==> src/rtl/pb_arbiter.sv <==
`default_nettype none
// +--------------------------------------------------------------------------+
// | Module      : pb_arbiter                                                 |
// | Description : Round-robin arbiter for 16 asynchronous push-button        |
// |               requests. Each request is synchronized, rising-edge        |
// |               detected and latched into a sticky pending register; a     |
// |               two-state FSM offers one grant at a time until ack.        |
// |               Optional grant timeout enabled by macro PB_ARB_TIMEOUT_EN. |
// | Revision    : 1.0 - initial release                                      |
// +--------------------------------------------------------------------------+
module pb_arbiter #(
  parameter int TIMEOUT_CYCLES = 100
) (
  input  logic        hz100,
  input  logic        reset,
  input  logic [15:0] req,
  input  logic        ack,
  output logic        grant_valid,
  output logic [3:0]  grant_idx,
  output logic [15:0] grant_onehot,
  output logic [15:0] pending,
  output logic        timeout
);

  typedef enum logic [0:0] {
    IDLE  = 1'b0,
    GRANT = 1'b1
  } state_t;

  state_t      r_state;
  state_t      w_state_next;
  logic [15:0] r_sync1;
  logic [15:0] r_sync2;
  logic [15:0] r_dly;
  logic [15:0] w_rise;
  logic [3:0]  r_last_idx;
  logic [3:0]  w_last_idx_next;
  logic [15:0] w_clear;
  logic [15:0] w_pending_next;
  logic        w_grant_valid_next;
  logic [3:0]  w_grant_idx_next;
  logic [15:0] w_onehot_next;
  logic        w_timeout_next;
  logic        w_sel_found;
  logic [3:0]  w_sel_idx;
  logic        w_expire;

  // Two-flop synchronizer plus one delay flop for rising-edge detection
  always_ff @(posedge hz100) begin
    if (reset) begin
      r_sync1 <= '0;
      r_sync2 <= '0;
      r_dly   <= '0;
    end else begin
      r_sync1 <= req;
      r_sync2 <= r_sync1;
      r_dly   <= r_sync2;
    end
  end

  assign w_rise = r_sync2 & ~r_dly;

  // Round-robin search: first pending bit upward from last_idx+1, wrapping
  always_comb begin
    logic [3:0] cand;
    w_sel_found = 1'b0;
    w_sel_idx   = r_last_idx;
    cand        = '0;
    for (int k = 1; k <= 16; k++) begin
      cand = r_last_idx + 4'(k);
      if (!w_sel_found && pending[cand]) begin
        w_sel_found = 1'b1;
        w_sel_idx   = cand;
      end
    end
  end

`ifdef PB_ARB_TIMEOUT_EN
  localparam logic [7:0] c_timeout_limit = 8'(TIMEOUT_CYCLES);

  logic [7:0] r_cnt;

  // Grant age counter: zero while idle so every grant starts from zero
  always_ff @(posedge hz100) begin
    if (reset) begin
      r_cnt <= '0;
    end else if (r_state == GRANT) begin
      r_cnt <= r_cnt + 8'd1;
    end else begin
      r_cnt <= '0;
    end
  end

  assign w_expire = (r_state == GRANT) && ((r_cnt + 8'd1) == c_timeout_limit);
`else
  logic unused_timeout_cycles;

  assign unused_timeout_cycles = (TIMEOUT_CYCLES > 0);
  assign w_expire              = 1'b0;
`endif

  // Next-state and next-output logic; a grant ends on ack or expiry,
  // and ack on the expiry edge suppresses the timeout pulse
  always_comb begin
    w_state_next       = r_state;
    w_last_idx_next    = r_last_idx;
    w_clear            = '0;
    w_grant_valid_next = grant_valid;
    w_grant_idx_next   = grant_idx;
    w_onehot_next      = grant_onehot;
    w_timeout_next     = 1'b0;
    case (r_state)
      IDLE: begin
        if (w_sel_found) begin
          w_state_next       = GRANT;
          w_grant_valid_next = 1'b1;
          w_grant_idx_next   = w_sel_idx;
          w_onehot_next      = 16'h0001 << w_sel_idx;
        end
      end
      GRANT: begin
        if (ack || w_expire) begin
          w_state_next       = IDLE;
          w_clear            = grant_onehot;
          w_last_idx_next    = grant_idx;
          w_grant_valid_next = 1'b0;
          w_onehot_next      = '0;
          w_timeout_next     = ~ack;
        end
      end
      default: w_state_next = IDLE;
    endcase
    // A new rising edge wins over a clear on the same bit
    w_pending_next = (pending & ~w_clear) | w_rise;
  end

  // State and registered outputs
  always_ff @(posedge hz100) begin
    if (reset) begin
      r_state      <= IDLE;
      r_last_idx   <= 4'hF;
      pending      <= '0;
      grant_valid  <= 1'b0;
      grant_idx    <= '0;
      grant_onehot <= '0;
      timeout      <= 1'b0;
    end else begin
      r_state      <= w_state_next;
      r_last_idx   <= w_last_idx_next;
      pending      <= w_pending_next;
      grant_valid  <= w_grant_valid_next;
      grant_idx    <= w_grant_idx_next;
      grant_onehot <= w_onehot_next;
      timeout      <= w_timeout_next;
    end
  end

endmodule
`default_nettype wire

==> config.mk <==
export PLATFORM = sky130hd
export DESIGN_NAME = pb_arbiter
export DESIGN_NICKNAME = d
export VERILOG_FILES = /design/src/rtl/pb_arbiter.sv
export SDC_FILE = /design/constraint.sdc
export NUM_CORES = 1
export LEC_CHECK = 0
export CAP_MARGIN = 0
export CORE_ASPECT_RATIO = 1.1
export CORE_MARGIN = 2
export CORE_UTILIZATION = 30
export DETAILED_ROUTE_END_ITERATION = 6
export GPL_TIMING_DRIVEN = 0
export PLACE_DENSITY = 0.49
export SLEW_MARGIN = 15
export SYNTH_ARGS = -nofsm -noshare
export SYNTH_HDL_FRONTEND = slang
export SYNTH_SLANG_ARGS = --single-unit
==> constraint.sdc <==
create_clock -name hz100 -period 6.5 [get_ports hz100]
set_input_delay 1.3 -clock hz100 [delete_from_list [all_inputs] [get_ports hz100]]
set_output_delay 1.3 -clock hz100 [all_outputs]
set_load 0.05 [all_outputs]
## Word level (Yosys, flattened, before mapping)

Index checks and enable logic that the tools add are counted.

| cells by class | value |
|---|---|
| $add $sub $neg | 15 |
| magnitude comparators | 16 |
| equal/unequal tests | 2 |
| shifts and indexed selects | 1 |
| multiplexer cells | 75 |
| bitwise operators | 7 |
| reductions and logical operators | 34 |

Operators by type and width:

| operator | count |
|---|---|
| < comparator 4 x 5 -> 1 bit (second input constant) | 16 |
| binary-select mux 1 bit (select 4 bit) | 16 |
| 2-to-1 mux 16 bit | 4 |
| 2-to-1 mux 4 bit | 16 |
| 2-to-1 mux 1 bit | 36 |
| adder 4 bit (second input constant) | 8 |
| bitwise AND 16 bit | 2 |
| inverter 16 bit | 2 |
| one-hot mux 16 bit (2 select lines) | 1 |
| adder 4 x 3 -> 4 bit (second input constant) | 4 |
| bitwise OR 16 bit | 1 |
| << shifter 1 x 4 -> 16 bit (first input constant) | 1 |
| logical AND 1 bit | 15 |
| zero test 1 bit | 15 |
| adder 4 x 2 -> 4 bit (second input constant) | 2 |
| AND reduction 2 bit | 3 |
| adder 4 x 1 -> 4 bit (second input constant) | 1 |
| != test 2 bit (second input constant) | 2 |
| one-hot mux 1 bit (2 select lines) | 2 |
| OR reduction 3 bit | 1 |
| inverter 1 bit | 2 |

| word-level totals | value |
|---|---|
| flip-flop bits (word level) | 91 |
| input bits | 19 |
| output and inout port bits | 38 |
| logic and storage cells | 160 |

## Depth between registers and ports, before layout

| depth | value |
|---|---|
| depth after elaboration | 52 |
| gate-level depth with buffers | 16 |
| depth with buffers taken out | 11 |

## Worst setup path before layout

Ideal clock, no wire load.

| timing path | value |
|---|---|
| kind | register -> register |
| start | reg r_last_idx[2] |
| end | reg grant_onehot[10] |
| library setup time | 137 ps |
| arrival | 4066 ps |
| required time | 6363 ps |
| path slack | 2297 ps |
| stages on the path, launching flop included | 16 |
| path buffers | 4 |
| clock period less this slack | 4203 ps |
| path through | dfxtp_1 buf_2 buf_1 buf_2 inv_1 ha_1 a21boi_0 xnor2_1 mux2i_1 nor3_1 and4b_1 buf_4 and3_1 or3_4 xnor2_1 o41ai_1 |

| on the way | value |
|---|---|
| cells in the longest elaborated chain, start to end | 52 |
| elaborated cells on any way between the ends | 114 |
| classes of those cells | add/sub (15); eq/ne (1); shift (1); mux (66); reduce/logical (31) |

Ends and longest elaborated chain:

| what | RTL line | text |
|---|---|---|
| start, declared | 36 | `logic [3:0] r_last_idx;` |
| start signal, assigned | 149 | `r_last_idx <= w_last_idx_next;` |
| adder 4 x 1 -> 4 bit | 70 | `cand = r_last_idx + 4'(k);` |
| binary-select mux 1 bit (select 4 bit) | 71 | `if (!w_sel_found && pending[cand]) begin` |
| 2-to-1 mux 1 bit (implied by the code) | 71 |  |
| 2-to-1 mux 1 bit | 71 |  |
| zero test 1 bit | 71 |  |
| logical AND 1 bit | 71 |  |
| 2-to-1 mux 1 bit | 71 |  |
| zero test 1 bit | 71 |  |
| [36 not listed] | n/a |  |
| logical AND 1 bit | 71 |  |
| 2-to-1 mux 1 bit | 71 |  |
| zero test 1 bit | 71 |  |
| logical AND 1 bit | 71 |  |
| 2-to-1 mux 4 bit | 71 |  |
| << shifter 1 x 4 -> 16 bit | 118 | `w_onehot_next = 16'h0001 << w_sel_idx;` |
| 2-to-1 mux 16 bit | 114 | `if (w_sel_found) begin` |
| one-hot mux 16 bit (2 select lines) | 112 | `case (r_state)` |
| end signal, assigned | 153 | `grant_onehot <= w_onehot_next;` |
| end, declared | 20 | `output logic [15:0] grant_onehot,` |

Several ways; a longest one is shown, not always the timed one. The select of a mux whose other input is x is not followed.
A chain may end at the register's enable or synchronous reset.

## Worst setup path after layout

| timing path | value |
|---|---|
| start | reg r_last_idx[2] |
| end | reg grant_onehot[2] |

Same word-level chain as after synthesis.

==> metrics <==
status completed; share of flip-flops with an asynchronous set or reset 0%; ys flop type dfxtp_1; Core Area 17800 sq um; gpl congestion 0.932; Layout Area Growth over Synthesis 21.6%; number of enable flip-flop cells after synthesis 0; worst setup path class reg2reg; number of standard-cell rows in the floorplan 51; Die W 133 um; clock root buffer master clkbuf_16; minimum clock period between 5 and 6 ns; remaining max-slew budget at the tightest pin 40.4%; count of hold-fix buffers inserted at cts 0; sum of routed wire length over all layers between 15000 and 20000 um; R2R depth 15; maximum single-stage delay on the critical path 0.64 ns; portion of the post-synthesis area used by sequential elements 33.3%; path class of the lowest-slack min-delay path reg2reg; arrival time at the worst endpoint 5.86 ns; sequential power share 25.4%; peak fanout along the critical path 10; relative contribution of combinational cells to total power 54.4%; period utilization between 80 and 90%; top area cells in the synthesized netlist dfxtp_1, mux4_2, nor2b_1; nets in the synthesized netlist about 610; final core occ 37.4%; pin count of the biggest net entering global routing 16; post-CTS setup buffer count 0; area of the mapped netlist between 5000 and 6000 sq um; detailed-route DRC error count 0; post-layout net count about 680; Clock transition at path regs ~0.070 ns; area fraction of the dominant cell type after synthesis 33.3%; total number of clock tree sinks 91; maxcap violations 0; final slew viol count 0; number of inserted diodes 0; number of H-tree branching levels 3; element type at the critical path start flop; net switching share of the total power between 40% and 50%; global-route wire length before repair 27200 um; DRC marker count from the first detailed-route iteration about 320; post-DP HPWL 14000 um; aggregate global routing overflow 0; most used cells in the layout excluding fill and tap cells dfxtp_1, nor2b_1, clkdlybuf4s50_1, nand2_1, nor2_1; source of the critical timing path r_last_idx[2]; Hold Crit Depth 1; f_max 177 MHz; unrepaired setup endpoints after global routing false; overall power of the completed layout between 2000 and 3000 uW; number of synthesis warnings 0; initial core utilization 30.8%; total negative slack 0 ns; power per unit of standard cell area ~410 nW/um^2; P_sw 1240 uW; required time of the critical path 6.69 ns; post-route antenna net violation count 0; initial antenna violation count 0; later-pin clock latency in the skew report 0.34 ns; register bit count reported by yosys 91; average wire per standard cell around 20 um; number of global-route vias before repair 4630; launch instance of the worst register-to-register path r_last_idx[2]; number of detailed-route iterations in the first pass 5; overall fraction of global-route tracks in use a little under a fifth; Int Pwr 1500 uW; TritonCTS buffer count 9; slew of the pin with the lowest slew margin 0.890 ns; via count 4825; CP endpoint kind flop; area of the die 19300 sq um; final setup violation count 0; die extent in y 146 um; most common cell after layout, fill and taps aside dfxtp_1; Cell variety after synth 79; via/cell ratio between 5 and 6; number of instances resized during post-cts repair 0; peak ir drop on the vdd network 203 uV; critical-path cell with the highest stage delay xnor2_1; IO Pins 57; share of total power in the clock network a little over 20%; Pleak 0.00252 uW; crit path cell chain buf_2 > buf_1 > buf_2 > inv_1 > ha_1 > a21boi_0 > xnor2_1 > mux2i_1 > nor3_1 > and4b_1 > buf_4 > and3_1 > or3_4 > xnor2_1 > o41ai_1; largest area contributor in the netlist dfxtp_1; share of layout cells above drive strength 1 13.0%; CTS tree done; start point of the worst min-delay path r_sync1[13]; clock tree buffer depth 2; number of instances in the synthesized netlist around 580; Worst Clk Skew 0.00938 ns; Final Hold Fails 0; syn_area_per_cell 9.38 sq um; number of buffers inserted by port buffering 56
power groups by stage:
stage               Clock [uW]  Sequential (uW)  Combinational [uW]
floorplan                    0              847                 901
global placement             0              710                1480
detailed placement           0              710                1470
CTS                        567              698                1480
global route               592              706                1600
finish                     555              697                1490
kinds of logic (layout without fill, tap and decap cells):
family	count (synthesis)	in the layout	synth area share, %
AO/OA/AOI/OAI	126	126	17.1
buffers and inverters	39	110	3.29
multiplexers	80	80	20.7
adder cells (fa/ha/maj)	8	8	1.83
other	1	1	0.0685
AND/OR/NAND/NOR	227	227	21.7
XOR/XNOR	12	12	2.06
flip-flops	91	91	33.3
routing by layer:
metal | up-vias | part of all wire [%] | wire length (um) | GRT usage [%]
li1 | 2292 | - | - | -
met1 | 2338 | 41 | 7260 | 21.4
met2 | 157 | 51 | 8910 | 32.6
met3 | 38 | 4.2 | 743 | 2.40
met4 | 0 | 4.0 | 699 | 8.39
met5 | - | 0 | 0 | 0
path summary, 6_finish.rpt:
kind / to / slack [ns]
setup / recovery: grant_onehot[2] / 0.84
hold / removal: r_sync2[13] / 0.44
setup reg to reg: grant_onehot[2] / 0.84
hold reg to reg: r_sync2[13] / 0.44
registers in the layout, indices dropped and copies added, names as in the netlist, 4 cells and up:
name and flops:
grant_idx 4, grant_onehot 16, pending 16, r_dly 16
r_last_idx 4, r_sync1 16, r_sync2 16
cells in the mapped netlist, types with 3 or more instances:
cell / n
o211ai_1: 5
xor2_1: 3
o21ai_0: 15
o211a_1: 3
inv_1: 5
nor4_1: 3
o41ai_1: 14
nand3b_1: 4
mux2i_1: 34
nand2_1: 51
o22ai_1: 6
a211oi_1: 5
mux4_2: 23
nor2_1: 47
mux2_2: 21
or3_1: 3
buf_6: 3
dfxtp_1: 91
xnor2_1: 8
o31ai_1: 4
nor3_1: 7
clkbuf_1: 19
nand3_1: 14
a211o_1: 6
nand2b_1: 5
and3_1: 4
a31oi_1: 5
and2_1: 5
a21oi_1: 30
nor2b_1: 67
buf_2: 6
ha_1: 8
final cells by class:
cell class	count	area, sq um
Fill cell	1815	11100
Inverter	8	30.0
Tap cell	238	298
Clock buffer	10	239
Sequential cell	91	1820
Clock inverter	5	85.1
Buffer	31	150
Multi-Input combinational cell	454	3470
Timing Repair Buffer	56	561
stage by stage:
stage / hold WS (ns) / cells / area [sq um] / worst slack [ns]
floorplan: 0.414 / 584 / 5480 / 2.30
global placement: 0.417 / 878 / 6330 / 0.825
detailed placement: 0.424 / 878 / 6330 / 0.904
CTS: 0.438 / 893 / 6660 / 0.865
global route: 0.450 / 893 / 6660 / 0.417
finish: 0.437 / 893 / 6660 / 0.836
critical path, delay by kind of cell, from the launching register on:
| family | cells | cell delay (ns) |
|---|---|---|
| buffers and inverters | 5 | 1.52 |
| xor gates and xnor gates | 2 | 1.26 |
| and+or+nand+nor | 4 | 1.04 |
| muxes | 1 | 0.59 |
| DFF | 1 | 0.49 |
| AOI/OAI and AO/OA | 2 | 0.31 |
| adders and majority gates | 1 | 0.28 |
Note: power is estimated with default switching activity, not from simulation.
